## config.mk

```make
export PLATFORM = sky130hd
export DESIGN_NAME = ram_sdp_arbiter
export DESIGN_NICKNAME = d
export VERILOG_FILES = /design/src/rtl/ram_sdp_arbiter.sv
export SDC_FILE = /design/constraint.sdc
export NUM_CORES = 1
export LEC_CHECK = 0
export CORE_AREA = 2 2 154 156
export DETAILED_ROUTE_END_ITERATION = 6
export DIE_AREA = 0 0 156 158
export PLACE_DENSITY = 0.56
export SYNTH_ARGS = -nofsm -noshare
export SYNTH_HDL_FRONTEND = slang
export SYNTH_SLANG_ARGS = --single-unit
```

## constraint.sdc

```tcl
create_clock -name clk -period 1.9 [get_ports clk]
set_input_delay 0.19 -clock clk [delete_from_list [all_inputs] [get_ports clk]]
set_output_delay 0.19 -clock clk [all_outputs]
set_load 0.03 [all_outputs]
```

## src/rtl/ram_sdp_arbiter.sv

```systemverilog
// Round-robin sharing of one simple-dual-port RAM among NUM_CLIENTS requesters.
// Independent read/write arbitration, tagged read return, zero-fill sweep after reset/clear.
module ram_sdp_arbiter #(
    parameter int unsigned NUM_CLIENTS  = 2,
    parameter int unsigned ADDR_WIDTH   = 10,
    parameter int unsigned DATA_WIDTH   = 64,
    parameter int unsigned BYTE_WIDTH   = 8,
    parameter int unsigned READ_LATENCY = 1
) (
    input  logic                                                clk,
    input  logic                                                resetn,
    input  logic                                                clear,
    output logic                                                init_busy,
    input  logic [NUM_CLIENTS-1:0]                              req_valid,
    input  logic [NUM_CLIENTS-1:0]                              req_we,
    input  logic [NUM_CLIENTS*ADDR_WIDTH-1:0]                   req_addr,
    input  logic [NUM_CLIENTS*(DATA_WIDTH/BYTE_WIDTH)-1:0]      req_strobe,
    input  logic [NUM_CLIENTS*DATA_WIDTH-1:0]                   req_wdata,
    output logic [NUM_CLIENTS-1:0]                              req_ready,
    output logic [NUM_CLIENTS-1:0]                              resp_valid,
    output logic [DATA_WIDTH-1:0]                               resp_data,
    output logic                                                ram_en,
    output logic [ADDR_WIDTH-1:0]                               ram_waddr,
    output logic [(DATA_WIDTH/BYTE_WIDTH)-1:0]                  ram_strobe,
    output logic [DATA_WIDTH-1:0]                               ram_wdata,
    output logic [ADDR_WIDTH-1:0]                               ram_raddr,
    input  logic [DATA_WIDTH-1:0]                               ram_rdata
);

    localparam int unsigned BPW   = DATA_WIDTH / BYTE_WIDTH;
    localparam int unsigned PTR_W = (NUM_CLIENTS > 1) ? $clog2(NUM_CLIENTS) : 1;
    localparam int unsigned PW1   = PTR_W + 1;

    localparam logic [0:0] ST_INIT = 1'b0;
    localparam logic [0:0] ST_RUN  = 1'b1;
    localparam logic [ADDR_WIDTH-1:0] LAST_ADDR = '1;

    logic [0:0]            state_q, state_d;
    logic [ADDR_WIDTH-1:0] cnt_q, cnt_d;

    logic [PTR_W-1:0]       wr_ptr_q, wr_ptr_d, rd_ptr_q, rd_ptr_d;
    logic [NUM_CLIENTS-1:0] wr_cand, rd_cand, wr_gnt, rd_gnt;
    logic [PTR_W:0]         wr_pick, rd_pick;
    logic                   wr_any, rd_any;
    logic [PTR_W-1:0]       wr_idx, rd_idx;
    logic [ADDR_WIDTH-1:0]  raddr_q;

    logic [ADDR_WIDTH-1:0] addr_a   [NUM_CLIENTS];
    logic [BPW-1:0]        strobe_a [NUM_CLIENTS];
    logic [DATA_WIDTH-1:0] wdata_a  [NUM_CLIENTS];

    // Unpack the flat client buses
    for (genvar i = 0; i < NUM_CLIENTS; i++) begin : g_unpack
        assign addr_a[i]   = req_addr[i*ADDR_WIDTH +: ADDR_WIDTH];
        assign strobe_a[i] = req_strobe[i*BPW +: BPW];
        assign wdata_a[i]  = req_wdata[i*DATA_WIDTH +: DATA_WIDTH];
    end

    // First candidate at or after ptr, wrapping; returns {found, index}
    function automatic logic [PTR_W:0] rr_pick(input logic [NUM_CLIENTS-1:0] cand,
                                               input logic [PTR_W-1:0] ptr);
        logic [2*NUM_CLIENTS-1:0] dbl;
        logic [PTR_W:0]           pos;
        logic                     found;
        logic [PTR_W-1:0]         idx;
        dbl   = {cand, cand} >> ptr;
        pos   = '0;
        found = 1'b0;
        idx   = '0;
        for (int j = 0; j < NUM_CLIENTS; j++) begin
            if (!found && dbl[j]) begin
                pos = {1'b0, ptr} + PW1'(j);
                if (pos >= PW1'(NUM_CLIENTS)) pos = pos - PW1'(NUM_CLIENTS);
                found = 1'b1;
                idx   = pos[PTR_W-1:0];
            end
        end
        return {found, idx};
    endfunction

    function automatic logic [PTR_W-1:0] ptr_inc(input logic [PTR_W-1:0] p);
        logic [PTR_W:0] n;
        n = {1'b0, p} + PW1'(1);
        if (n >= PW1'(NUM_CLIENTS)) n = '0;
        return n[PTR_W-1:0];
    endfunction

    // State and sweep counter
    always_ff @(posedge clk or negedge resetn) begin
        if (!resetn) begin
            state_q <= ST_INIT;
            cnt_q   <= '0;
        end else begin
            state_q <= state_d;
            cnt_q   <= cnt_d;
        end
    end

    always_comb begin
        state_d = state_q;
        cnt_d   = cnt_q;
        case (state_q)
            ST_INIT: begin
                cnt_d = cnt_q + ADDR_WIDTH'(1);
                if (cnt_q == LAST_ADDR) state_d = ST_RUN;
            end
            default: ;
        endcase
        if (clear) begin
            state_d = ST_INIT;
            cnt_d   = '0;
        end
    end

    assign init_busy = (state_q == ST_INIT);

    // Independent read and write round-robin arbiters
    always_comb begin
        wr_cand  = (state_q == ST_RUN) ? (req_valid &  req_we) : '0;
        rd_cand  = (state_q == ST_RUN) ? (req_valid & ~req_we) : '0;
        wr_pick  = rr_pick(wr_cand, wr_ptr_q);
        rd_pick  = rr_pick(rd_cand, rd_ptr_q);
        wr_any   = wr_pick[PTR_W];
        wr_idx   = wr_pick[PTR_W-1:0];
        rd_any   = rd_pick[PTR_W];
        rd_idx   = rd_pick[PTR_W-1:0];
        wr_gnt   = wr_any ? (NUM_CLIENTS'(1) << wr_idx) : '0;
        rd_gnt   = rd_any ? (NUM_CLIENTS'(1) << rd_idx) : '0;
        wr_ptr_d = wr_any ? ptr_inc(wr_idx) : wr_ptr_q;
        rd_ptr_d = rd_any ? ptr_inc(rd_idx) : rd_ptr_q;
    end

    assign req_ready = wr_gnt | rd_gnt;

    always_ff @(posedge clk or negedge resetn) begin
        if (!resetn) begin
            wr_ptr_q <= '0;
            rd_ptr_q <= '0;
            raddr_q  <= '0;
        end else begin
            wr_ptr_q <= wr_ptr_d;
            rd_ptr_q <= rd_ptr_d;
            raddr_q  <= ram_raddr;
        end
    end

    // Write port: sweep owns it in INIT, held at zero while reset is asserted
    always_comb begin
        ram_en     = 1'b0;
        ram_waddr  = '0;
        ram_strobe = '0;
        ram_wdata  = '0;
        if (state_q == ST_INIT) begin
            if (resetn) begin
                ram_en     = 1'b1;
                ram_waddr  = cnt_q;
                ram_strobe = '1;
            end
        end else begin
            for (int i = 0; i < NUM_CLIENTS; i++) begin
                if (wr_gnt[i]) begin
                    ram_en     = 1'b1;
                    ram_waddr  = addr_a[i];
                    ram_strobe = strobe_a[i];
                    ram_wdata  = wdata_a[i];
                end
            end
        end
    end

    // Read address holds its last value when no read is granted
    always_comb begin
        ram_raddr = raddr_q;
        for (int i = 0; i < NUM_CLIENTS; i++) begin
            if (rd_gnt[i]) ram_raddr = addr_a[i];
        end
    end

    assign resp_data = ram_rdata;

    if (READ_LATENCY == 0) begin : g_lat0
        assign resp_valid = rd_gnt;
    end else begin : g_latn
        logic [READ_LATENCY-1:0] tag_v_q;
        logic [PTR_W-1:0]        tag_idx_q [READ_LATENCY];

        // Tag shift register tracking reads through the RAM pipeline
        always_ff @(posedge clk or negedge resetn) begin
            if (!resetn) begin
                tag_v_q <= '0;
                for (int k = 0; k < READ_LATENCY; k++) tag_idx_q[k] <= '0;
            end else begin
                tag_v_q[0]   <= rd_any;
                tag_idx_q[0] <= rd_idx;
                for (int k = 1; k < READ_LATENCY; k++) begin
                    tag_v_q[k]   <= tag_v_q[k-1];
                    tag_idx_q[k] <= tag_idx_q[k-1];
                end
            end
        end

        assign resp_valid = tag_v_q[READ_LATENCY-1] ?
                            (NUM_CLIENTS'(1) << tag_idx_q[READ_LATENCY-1]) : '0;
    end

endmodule

```

### Word level (Yosys, flattened, before mapping)

Index checks and enable logic that the tools add are counted.

| word-level totals | value |
|---|---|
| logic and storage cells | 79 |
| flip-flop bits (word level) | 25 |
| output and inout bits | 162 |

| cells by class | value |
|---|---|
| reductions and logical operators | 4 |
| shift-type cells | 5 |
| add/subtract/negate cells | 9 |
| order comparisons | 6 |
| equal/unequal tests | 2 |
| bitwise logic cells | 5 |
| multiplexer cells | 41 |

Operators by type and width:

| cell | number |
|---|---|
| two-way mux 64 bit | 3 |
| two-way mux 10 bit | 8 |
| two-way mux 8 bit | 4 |
| two-way mux 1 bit | 21 |
| adder 10 x 1 -> 10 bit, second input constant | 1 |
| == test 10 bit, second input constant | 1 |
| two-way mux 2 bit | 5 |
| adder 1 x 1 -> 2 bit, second input constant | 4 |
| >= comparator 2 bit, second input constant | 4 |
| right shift 4 x 1 -> 2 bit | 2 |
| << shifter 1 x 1 -> 2 bit, first input constant | 3 |
| AND 2 bit | 2 |
| >= comparator 1 x 2 -> 1 bit, second input constant | 2 |
| subtractor 1 bit, second input constant | 4 |
| logical AND 1 bit | 2 |
| logical NOT 1 bit | 2 |
| != test 2 bit, second input constant | 1 |
| inverter 2 bit | 1 |
| OR 2 bit | 1 |
| inverter 1 bit | 1 |

### Longest topological paths before layout

Gate-level depths: netlist of the first run.

| depth | value |
|---|---|
| depth in word-level cells | 12 |
| gate-level depth with buffers | 5 |
| mapped depth without buffers | 4 |

### Least setup slack after synthesis of the first run

OpenSTA, ideal clock, no wires.

| path | value |
|---|---|
| path type | register to register |
| start point | register state_q |
| end point | register raddr_q[2] |
| arrival time | 1.811 ns |
| path buffers | 2 |
| setup slack | -0.126 ns |
| cell stages (with the launch flop) | 6 |
| cell sequence | dfrtp_1 > buf_2 > nand3b_1 > clkbuf_1 > nor3_1 > a221oi_1 |

| between the ends | value |
|---|---|
| word-level cells in the longest chain between the ends | 10 |

RTL lines:

| what | line | source |
|---|---|---|
| start: declaration | 38 | `logic [0:0] state_q, state_d;` |
| start signal: assignment | 94 | `state_q <= state_d;` |
| two-way mux 2 bit (*) | 120 | `rd_cand = (state_q == ST_RUN) ? (req_valid & ~req_we) : '0;` |
| right shift 4 x 1 -> 2 bit (*) | 66 | `dbl = {cand, cand} >> ptr;` |
| two-way mux 1 bit | 71 | `if (!found && dbl[j]) begin` |
| logical NOT 1 bit | 71 |  |
| logical AND 1 bit | 71 |  |
| two-way mux 1 bit | 71 |  |
| << shifter 1 x 1 -> 2 bit | 128 | `rd_gnt = rd_any ? (NUM_CLIENTS'(1) << rd_idx) : '0;` |
| two-way mux 2 bit (*) | 128 |  |
| two-way mux 10 bit | 175 | `if (rd_gnt[i]) ram_raddr = addr_a[i];` |
| two-way mux 10 bit (*) | 175 |  |
| net ram_raddr[2] | 26 | `output logic [ADDR_WIDTH-1:0] ram_raddr,` |
| end signal: assignment | 143 | `raddr_q <= ram_raddr;` |
| end: declaration | 46 | `logic [ADDR_WIDTH-1:0] raddr_q;` |

The timed path passes the listed nets; every way through them passes the cells marked *.
A chain may end at the register's enable or synchronous reset.

### Worst setup path in the final report of the first run

| path | value |
|---|---|
| start point | register state_q |
| end point | output ram_wdata[42] |

| between the ends | value |
|---|---|
| word-level cells in the longest chain between the ends | 11 |

RTL lines:

| what | line | source |
|---|---|---|
| two-way mux 2 bit | 119 | `wr_cand = (state_q == ST_RUN) ? (req_valid & req_we) : '0;` |
| right shift 4 x 1 -> 2 bit | 66 |  |
| two-way mux 1 bit | 71 |  |
| logical NOT 1 bit | 71 |  |
| logical AND 1 bit | 71 |  |
| two-way mux 1 bit | 71 |  |
| << shifter 1 x 1 -> 2 bit | 127 | `wr_gnt = wr_any ? (NUM_CLIENTS'(1) << wr_idx) : '0;` |
| two-way mux 2 bit | 127 |  |
| two-way mux 64 bit (2 in a row) | 161 | `if (wr_gnt[i]) begin` |
| two-way mux 64 bit (*) | 153 | `if (state_q == ST_INIT) begin` |
| end: declaration | 25 | `output logic [DATA_WIDTH-1:0] ram_wdata,` |

Every way passes the cells marked *; elsewhere a longest branch is shown, timed or not.

==> results.cfg, run 1 <==
[run_status]
status = complete, but fails checks
violations = negative setup slack

[synthesis]
syn_area_per_cell_um2 = 8.83
ys.flop_type = dfrtp_1
ys_types = 37
synth-edff-count = 0
synth_nets = 537
syn_area_um2 = 2660
ys_warn_count = 0
ys_ff_latch = 25
yosysSeqAreaShare = 0.235
synth.most_common_cell = buf_4
synth_top_area_cell = dfrtp_1
syn_inst = 301
netlist_top_cells_area = dfrtp_1 (24%), a22o_1 (21%), buf_4 (20%), a221o_1 (8.3%), and2_1 (2.6%)
synthTopCellsByCount = buf_4 (72), a22o_1 (64), dfrtp_1 (25)
async_flop_share = 1.00
synth_top_cell_area_share = 0.235

[cts]
cts_sinks = 25
cts_buffers = 3
tritoncts = yes
cts.path.max_buffers = 2
clk-insertion-delay-late_ns = 0.26
clkSlewWorstSetupHoldPaths_ns = 0.07
clock-root-buffer = clkbuf_16
cts_hold_buf = 0
htreeDepth = 1

[sta]
setup_viol = 92
fin_ws_ns = -0.141
fmax_mhz = 490
fin_crit_sh = 1.07
holdWs_ns = 0.349
rsz0062_at_grt = true
tightest_slew_ns = 0.448
tns_ns = -6.87
period_needed_ns = 2.04
max_slew_margin = 0.701
skew_ns = 0.00414
hold_viol = 0
maxSlewViolCount = 0

[floorplan]
rows = 56
die_y_um = 158
dieArea_um2 = 24600
io_pins = 397
start_util = 0.115
die_w_um = 156
coreArea_um2 = 23100

[worst_setup_path]
critical_path_class = flip-flop to primary output
worst_ep_arrival_time_ns = 1.85
critical_path.most_common_cell = buf_12
slowest_delay_ns = 0.44
cp_top_family = buffers and inverters
r2r_setup_slack_ns = 0.10
cp_max_fo = 7
slowest_stage = dfrtp_2
cp-end-kind = primary output
cp.required_ns = 1.71
cp_num_buf_inv = 4
startpoint_type = flip-flop
worstPathCellList = buf_6 -> and3_4 -> o21a_4 -> buf_12 -> clkbuf_16 -> a22o_4 -> buf_12

[placement]
port_buffers = 268
place.gp.congestion = 0.773
placed_area_um2 = 5460
hpwlAfterDp_um = 12800
dp_cells = 804

[detailed_routing]
dr.pass1.iters = 4
remaining_drc_errors = 0
drt_iter0_markers = 195
drt-total-wl_um = 16600
ant_nets = 0
wl_per_cell_um = 19.8
vias = 3406
via_per_inst = 4.07

[hold_path]
hold_class = input port to async pin

[global_route]
grt_max_degree = 27
grt_overflow = 0
antenna_found_initial = 1
grt_pass1_vias = 3343
grt_util_all_layers = 0.120
grt_pass1_wl_um = 21800

[final_layout]
multi_input_area_um2 = 1550
drive_gt1_frac = 0.348
layout.cells.non_filler = 837
fin_area_um2 = 6430
seq_area_um2 = 627
nFillCells = 2399
area_delta_synth_final_pct = 142
layout.nets = 783

[flow_run]
max_cap_violations = 0

[power_and_ir_drop]
cellLeakagePower_nw = 2.71
power_mw = 1.84
power.density_nw_per_um2 = 286
peakVddDrop_mv = 0.258
registers in the layout, summed over array words and instances, names as in the netlist:
register          cells
wr_ptr_q              1
state_q               1
g_latn.tag_idx_q      1
g_latn.tag_v_q        1
cnt_q                10
rd_ptr_q              1
raddr_q              10
layout make-up:
class	instances	share of cell area
multi-input combinational	172	0.241
tap	290	0.0564
sequential	25	0.0974
inverter	15	0.00933
antenna	1	0.000389
clock inverter	1	0.00117
timing repair buffer	330	0.583
clock buffer	3	0.0117
through the flow:
step,util,worst slack [ns]
after global placement,0.237,-0.457
after CTS,0.266,-0.174
final,0.279,-0.141
after detailed placement,0.237,-0.474
after global routing,0.279,-0.209
after floorplan,-,-0.126
timing repair:
action,in CTS,in global routing
pin swaps,25,14
cloned,3,6
setup endpoints to repair,94,94
resized for setup,96,28
setup buffers,13,8
cells in the final DEF (no fill, tap or decap), drive strengths merged, types with 6 or more instances in the layout:
cell	n
clkdlybuf4s50	168
buf	154
a22o	64
dfrtp	25
a221o	22
inv	14
and2	11
nor2	7
clkbuf	7
nor3	6
a21oi	6
a221oi	6
final timing paths:
kind | start | endpoint | cells past startpoint
max | state_q | ram_wdata[42] | 7
min | resetn | raddr_q[3] | 2
max reg2reg | state_q | cnt_q[9] | 5
min reg2reg | raddr_q[8] | raddr_q[8] | 2
max in group asynchronous | resetn | state_q | 2
min in group clk | ram_rdata[14] | resp_data[14] | 0
layer usage:
layer	share of wire	GRT usage	up-vias	wire, µm
li1	-	-	1579	-
met1	0.41	0.142	1639	6760
met2	0.50	0.211	182	8250
met3	0.091	0.0427	4	1500
met4	0.00036	0.0140	2	6
met5	0.0048	0.0248	-	79
worst register-to-register path: stages, from the launching register on:
cell      delay, ns
dfrtp_2        0.44
buf_4          0.17
buf_4          0.16
nand4b_1       0.33
or4_1          0.48
a21oi_1        0.15
logic make-up after synthesis:
group	count (synthesis)	share of synthesized area
AO/OA/AOI/OAI	110	0.364
XOR/XNOR	4	0.0132
adder cells (fa/ha/maj)	1	0.00471
buffers and inverters	104	0.254
flip-flops	25	0.235
multiplexers	1	0.00376
AND/OR/NAND/NOR	56	0.126
where the power goes:
part	internal (mW)	switching, mW
clock	0.286	0.201
combinational	0.479	0.280
sequential	0.568	0.0249
No activity file was read; power rests on OpenSTA's default activity.
==> run 2, diff against run 1 <==
==> constraint.sdc (replaced) <==
create_clock -name clk -period 2.3 [get_ports clk]
set_input_delay 0.46 -clock clk [delete_from_list [all_inputs] [get_ports clk]]
set_output_delay 0.46 -clock clk [all_outputs]
set_load 0.03 [all_outputs]
==> results.cfg, run 2 (synthesis results as in run 1) <==
[run_status]
status = complete, but fails checks
violations = negative setup slack

[sta]
rsz0062_at_grt = true
holdWs_ns = 0.303
fmax_mhz = 419
period_needed_ns = 2.39
fin_crit_sh = 1.04
hold_viol = 0
setup_viol = 70
maxSlewViolCount = 0
skew_ns = 0.00108
tightest_slew_ns = 0.411
fin_ws_ns = -0.0872
max_slew_margin = 0.725

[placement]
port_buffers = 268
hpwlAfterDp_um = 13100
place.gp.congestion = 0.805

[power_and_ir_drop]
cellLeakagePower_nw = 2.85
peakVddDrop_mv = 0.219
power.density_nw_per_um2 = 230

[floorplan]
die_w_um = 156
die_y_um = 158
io_pins = 397
start_util = 0.115
rows = 56
coreArea_um2 = 23100
dieArea_um2 = 24600

[final_layout]
area_delta_synth_final_pct = 153
multi_input_area_um2 = 1570
mostFrequentLayoutCells = clkdlybuf4s50_1 (168), buf_6 (85), a22o_1 (54)
layout.nets = 799
top_regs = cnt_q x10, raddr_q x10
nFillCells = 2366
final_core_util = 0.292
drive_gt1_frac = 0.375
seq_area_um2 = 627
final_common_cell = clkdlybuf4s50_1
antennaDiodeCount = 0

[worst_setup_path]
timing.rr.start = state_q
reg2reg_depth = 6
critical_path.most_common_cell = buf_12
slowest_stage = dfrtp_2
r2r-end = cnt_q[9]
slowest_delay_ns = 0.42
startpoint_type = flip-flop
worst_ep_arrival_time_ns = 1.93
r2r_setup_slack_ns = 0.44
cp_num_buf_inv = 6
worstPathCellList = buf_6 -> clkinvlp_4 -> a311oi_4 -> buf_4 -> clkbuf_16 -> buf_12 -> a221o_1 -> buf_12
critical_path_class = flip-flop to primary output
cp-end-kind = primary output
cp_top_family = buffers and inverters
cp.required_ns = 1.84
cp_max_fo = 6

[detailed_routing]
remaining_drc_errors = 0
drt_iter0_markers = 184
wl_per_cell_um = 21.0
vias = 3513
dr.pass1.iters = 4
via_per_inst = 4.12
ant_nets = 0
drt-total-wl_um = 17900

[global_route]
grt_max_degree = 27
grt_overflow = 0
antenna_found_initial = 0
grt_pass1_vias = 3432
grt_util_all_layers = 0.126
grt_pass1_wl_um = 22700

[cts]
htreeDepth = 1
cts.path.max_buffers = 2
clk-insertion-delay-late_ns = 0.26
tritoncts = yes
clock-root-buffer = clkbuf_16
cts_buffers = 3
cts_hold_buf = 0
clkSlewWorstSetupHoldPaths_ns = 0.07
cts_sinks = 25

[flow_run]
max_cap_violations = 0

[hold_path]
hold_class = input port to async pin
## run 2: cell count changes in the layout (fill, tap and decap cells not counted), moves of 2 or more
cell / delta
buf_6: +3
buf_4: +3
dlygate4sd2_1: -3
clkbuf_16: +4
buf_2: +2
buf_16: +3
## run 2: layer usage
metal	GRT usage	share of wire	vias up
met1	0.149	0.41	1702
met3	0.0413	0.087	12
met4	0.00961	0.0065	2
met2	0.227	0.49	194
li1	-	-	1603
met5	0.0248	0.0044	-
## run 2: final cells by class
cell class / count / share of cell area
repair buffers: 345 / 0.598
multi-input cells: 173 / 0.234
flip-flops and latches: 25 / 0.0931
well taps: 290 / 0.0539
clock buffers: 3 / 0.0111
inverters: 15 / 0.00892
clock inverters: 1 / 0.00111
## run 2: how the worst max path moves through the flow
stage,startpoint,end,cells past startpoint
after global routing,state_q,ram_waddr[9],8
after CTS,state_q,ram_strobe[5],8
after floorplan,req_we[1],ram_raddr[2],4
final,state_q,ram_waddr[9],8
after global placement,resetn,ram_waddr[0],5
after detailed placement,resetn,ram_strobe[1],5
## run 2: timing repair
action                     CTS  global route
gates cloned                 9             9
gates resized for setup    116            33
setup endpoints to repair   95            95
setup buffers               21             7
pin swaps                   34            47
## run 2: stage by stage
step | area (µm²) | std cells | setup slack (ns) | TNS, ns | total power [mW]
2_1_floorplan | 2660 | 301 | -0.0413 | -0.248 | 0.843
3_3_place_gp | 5450 | 804 | -0.468 | -27.16 | 1.08
3_5_place_dp | 5450 | 804 | -0.502 | -29.33 | 1.08
4_1_cts | 6390 | 837 | -0.101 | -2.93 | 1.54
5_1_grt | 6740 | 852 | -0.140 | -7.78 | 1.61
6_report | 6740 | 852 | -0.0872 | -2.43 | 1.55
## run 2: report_power, final
part / internal [mW] / switching [mW] / total [mW]
Sequential: 0.469 / 0.0212 / 0.491
Combinational: 0.411 / 0.238 / 0.649
Clock: 0.237 / 0.174 / 0.410
==> run 3, diff against run 2 <==
PLACE_DENSITY = 0.54   (was 0.56)
clock period = 2.5 ns   (was 2.3 ns; I/O delays follow)
==> results.cfg, run 3 (synthesis results as in run 1) <==
[run_status]
status = complete, no violations

[sta]
rsz0062_at_grt = true
skew_ns = 0.00593
max_slew_margin = 0.707
tns_ns = 0
holdWs_ns = 0.518
hold_viol = 0
fmax_mhz = 407
setup_viol = 0
period_needed_ns = 2.46
tightest_slew_ns = 0.438
maxSlewViolCount = 0
fin_crit_sh = 0.983

[detailed_routing]
via_per_inst = 4.03
ant_nets = 0
drt-total-wl_um = 15500
vias = 3358
remaining_drc_errors = 0
wl_per_cell_um = 18.6
drt_iter0_markers = 133
dr.pass1.iters = 4

[worst_setup_path]
critical_path_class = input port to primary output
cp_num_buf_inv = 3
worst_ep_arrival_time_ns = 1.96
cp-end-kind = primary output
cp_max_fo = 3
startpoint_type = input port
cp.required_ns = 2.00
slowest_delay_ns = 0.45
r2r-end = cnt_q[9]
r2r_setup_slack_ns = 0.92
reg2reg_depth = 4
cp_top_family = buffers and inverters
slowest_stage = clkdlybuf4s50_1
cp_num_cells = 6
timing.rr.start = state_q
worstPathCellList = clkdlybuf4s50_1 -> nor2b_1 -> buf_4 -> and2_1 -> a221o_1 -> buf_12

[hold_path]
min_from = raddr_q[8]
holdPathStages = 2
hold_class = flip-flop to flip-flop
whs_endpoint = raddr_q[8]

[global_route]
grt_pass1_wl_um = 20900
grt_pass1_vias = 3365
antenna_found_initial = 1
grt_util_all_layers = 0.114
grt_overflow = 0
grt_max_degree = 34

[floorplan]
io_pins = 397
die_w_um = 156
start_util = 0.115
die_y_um = 158
rows = 56
dieArea_um2 = 24600
coreArea_um2 = 23100

[cts]
tritoncts = yes
cts_sinks = 25
cts.path.max_buffers = 2
cts_buffers = 3
htreeDepth = 1
clk-insertion-delay-late_ns = 0.27
clkSlewWorstSetupHoldPaths_ns = 0.08
clock-root-buffer = clkbuf_16

[final_layout]
drive_gt1_frac = 0.325
top_regs = cnt_q x10, raddr_q x10
final_core_util = 0.253
mostFrequentLayoutCells = clkdlybuf4s50_1 (169), buf_4 (114), a22o_1 (64)
area_delta_synth_final_pct = 119
layout.nets = 781
layout.cells.non_filler = 834
nFillCells = 2485
final_common_cell = clkdlybuf4s50_1
antennaDiodeCount = 0

[flow_run]
max_cap_violations = 0

[power_and_ir_drop]
power.share.clock = 0.277
combPwrFrac = 0.398
p_sw_mw = 0.382
cellLeakagePower_nw = 2.52
peakVddDrop_mv = 0.206
internal-power_mw = 1.00
power_mw = 1.38
seqPwrFrac = 0.325
power.density_nw_per_um2 = 237
p_sw_frac = 0.276

[placement]
dp_cells = 823
hpwlAfterDp_um = 12500
place.gp.congestion = 0.813
port_buffers = 268
-- run 3: cell count changes in the layout (fill, tap and decap cells not counted), moves of 2 or more --
| cell | delta |
|---|---|
| buf_8 | -4 |
| a221oi_4 | -3 |
| buf_4 | +76 |
| buf_16 | -4 |
| buf_12 | -11 |
| buf_2 | -2 |
| buf_6 | -68 |
| a22o_4 | -10 |
| a221oi_2 | +3 |
| clkbuf_16 | -7 |
| a22o_1 | +10 |
-- run 3: worst min-delay path: cells and delay by family (launching register included) --
family / cells / cell delay, ns
flip-flops: 1 / 0.36
AO/OA/AOI/OAI: 1 / 0.06
buffers and inverters: 1 / 0.06
-- run 3: power groups by stage --
stage	Combinational (mW)	Sequential [mW]	Clock, mW
floorplan	0.324	0.452	0
global placement	0.535	0.457	0
detailed placement	0.536	0.457	0
CTS	0.553	0.449	0.392
global route	0.583	0.452	0.407
finish	0.550	0.449	0.383
-- run 3: stage by stage --
step,setup WS [ns],cell area (µm²)
3_3_place_gp,-0.283,5520
4_1_cts,0.000740,5780
5_1_grt,-0.0160,5830
3_5_place_dp,-0.294,5520
2_1_floorplan,0.0787,2660
6_report,0.0425,5830
-- run 3: layout make-up --
| cell class | instances | area [µm²] | area share |
|---|---|---|---|
| clock buffer | 3 | 75.1 | 0.0129 |
| sequential | 25 | 626 | 0.107 |
| inverter | 15 | 56.3 | 0.00966 |
| tap | 290 | 363 | 0.0623 |
| clock inverter | 1 | 7.51 | 0.00129 |
| multi-input combinational | 172 | 1420 | 0.243 |
| timing repair buffer | 328 | 3280 | 0.563 |
-- run 3: worst max-delay path by stage --
stage,from,to
after floorplan,req_we[1],ram_raddr[2]
after global placement,req_valid[0],ram_waddr[0]
after detailed placement,req_valid[0],ram_waddr[1]
after CTS,req_valid[1],ram_waddr[5]
after global routing,req_we[0],ram_waddr[4]
final,resetn,ram_waddr[9]
-- run 3: timing repair --
action,CTS,global route
gates cloned,2,1
gates resized for setup,22,16
endpoints found under the setup margin,94,48
pin swaps,8,4
buffers inserted,4,0
hold buffers,0,0
-- run 3: metal layers --
metal / wire length (µm) / track usage
met5: 12 / 0
met4: 51 / 0.0109
met3: 1580 / 0.0411
met2: 7450 / 0.198
met1: 6420 / 0.139
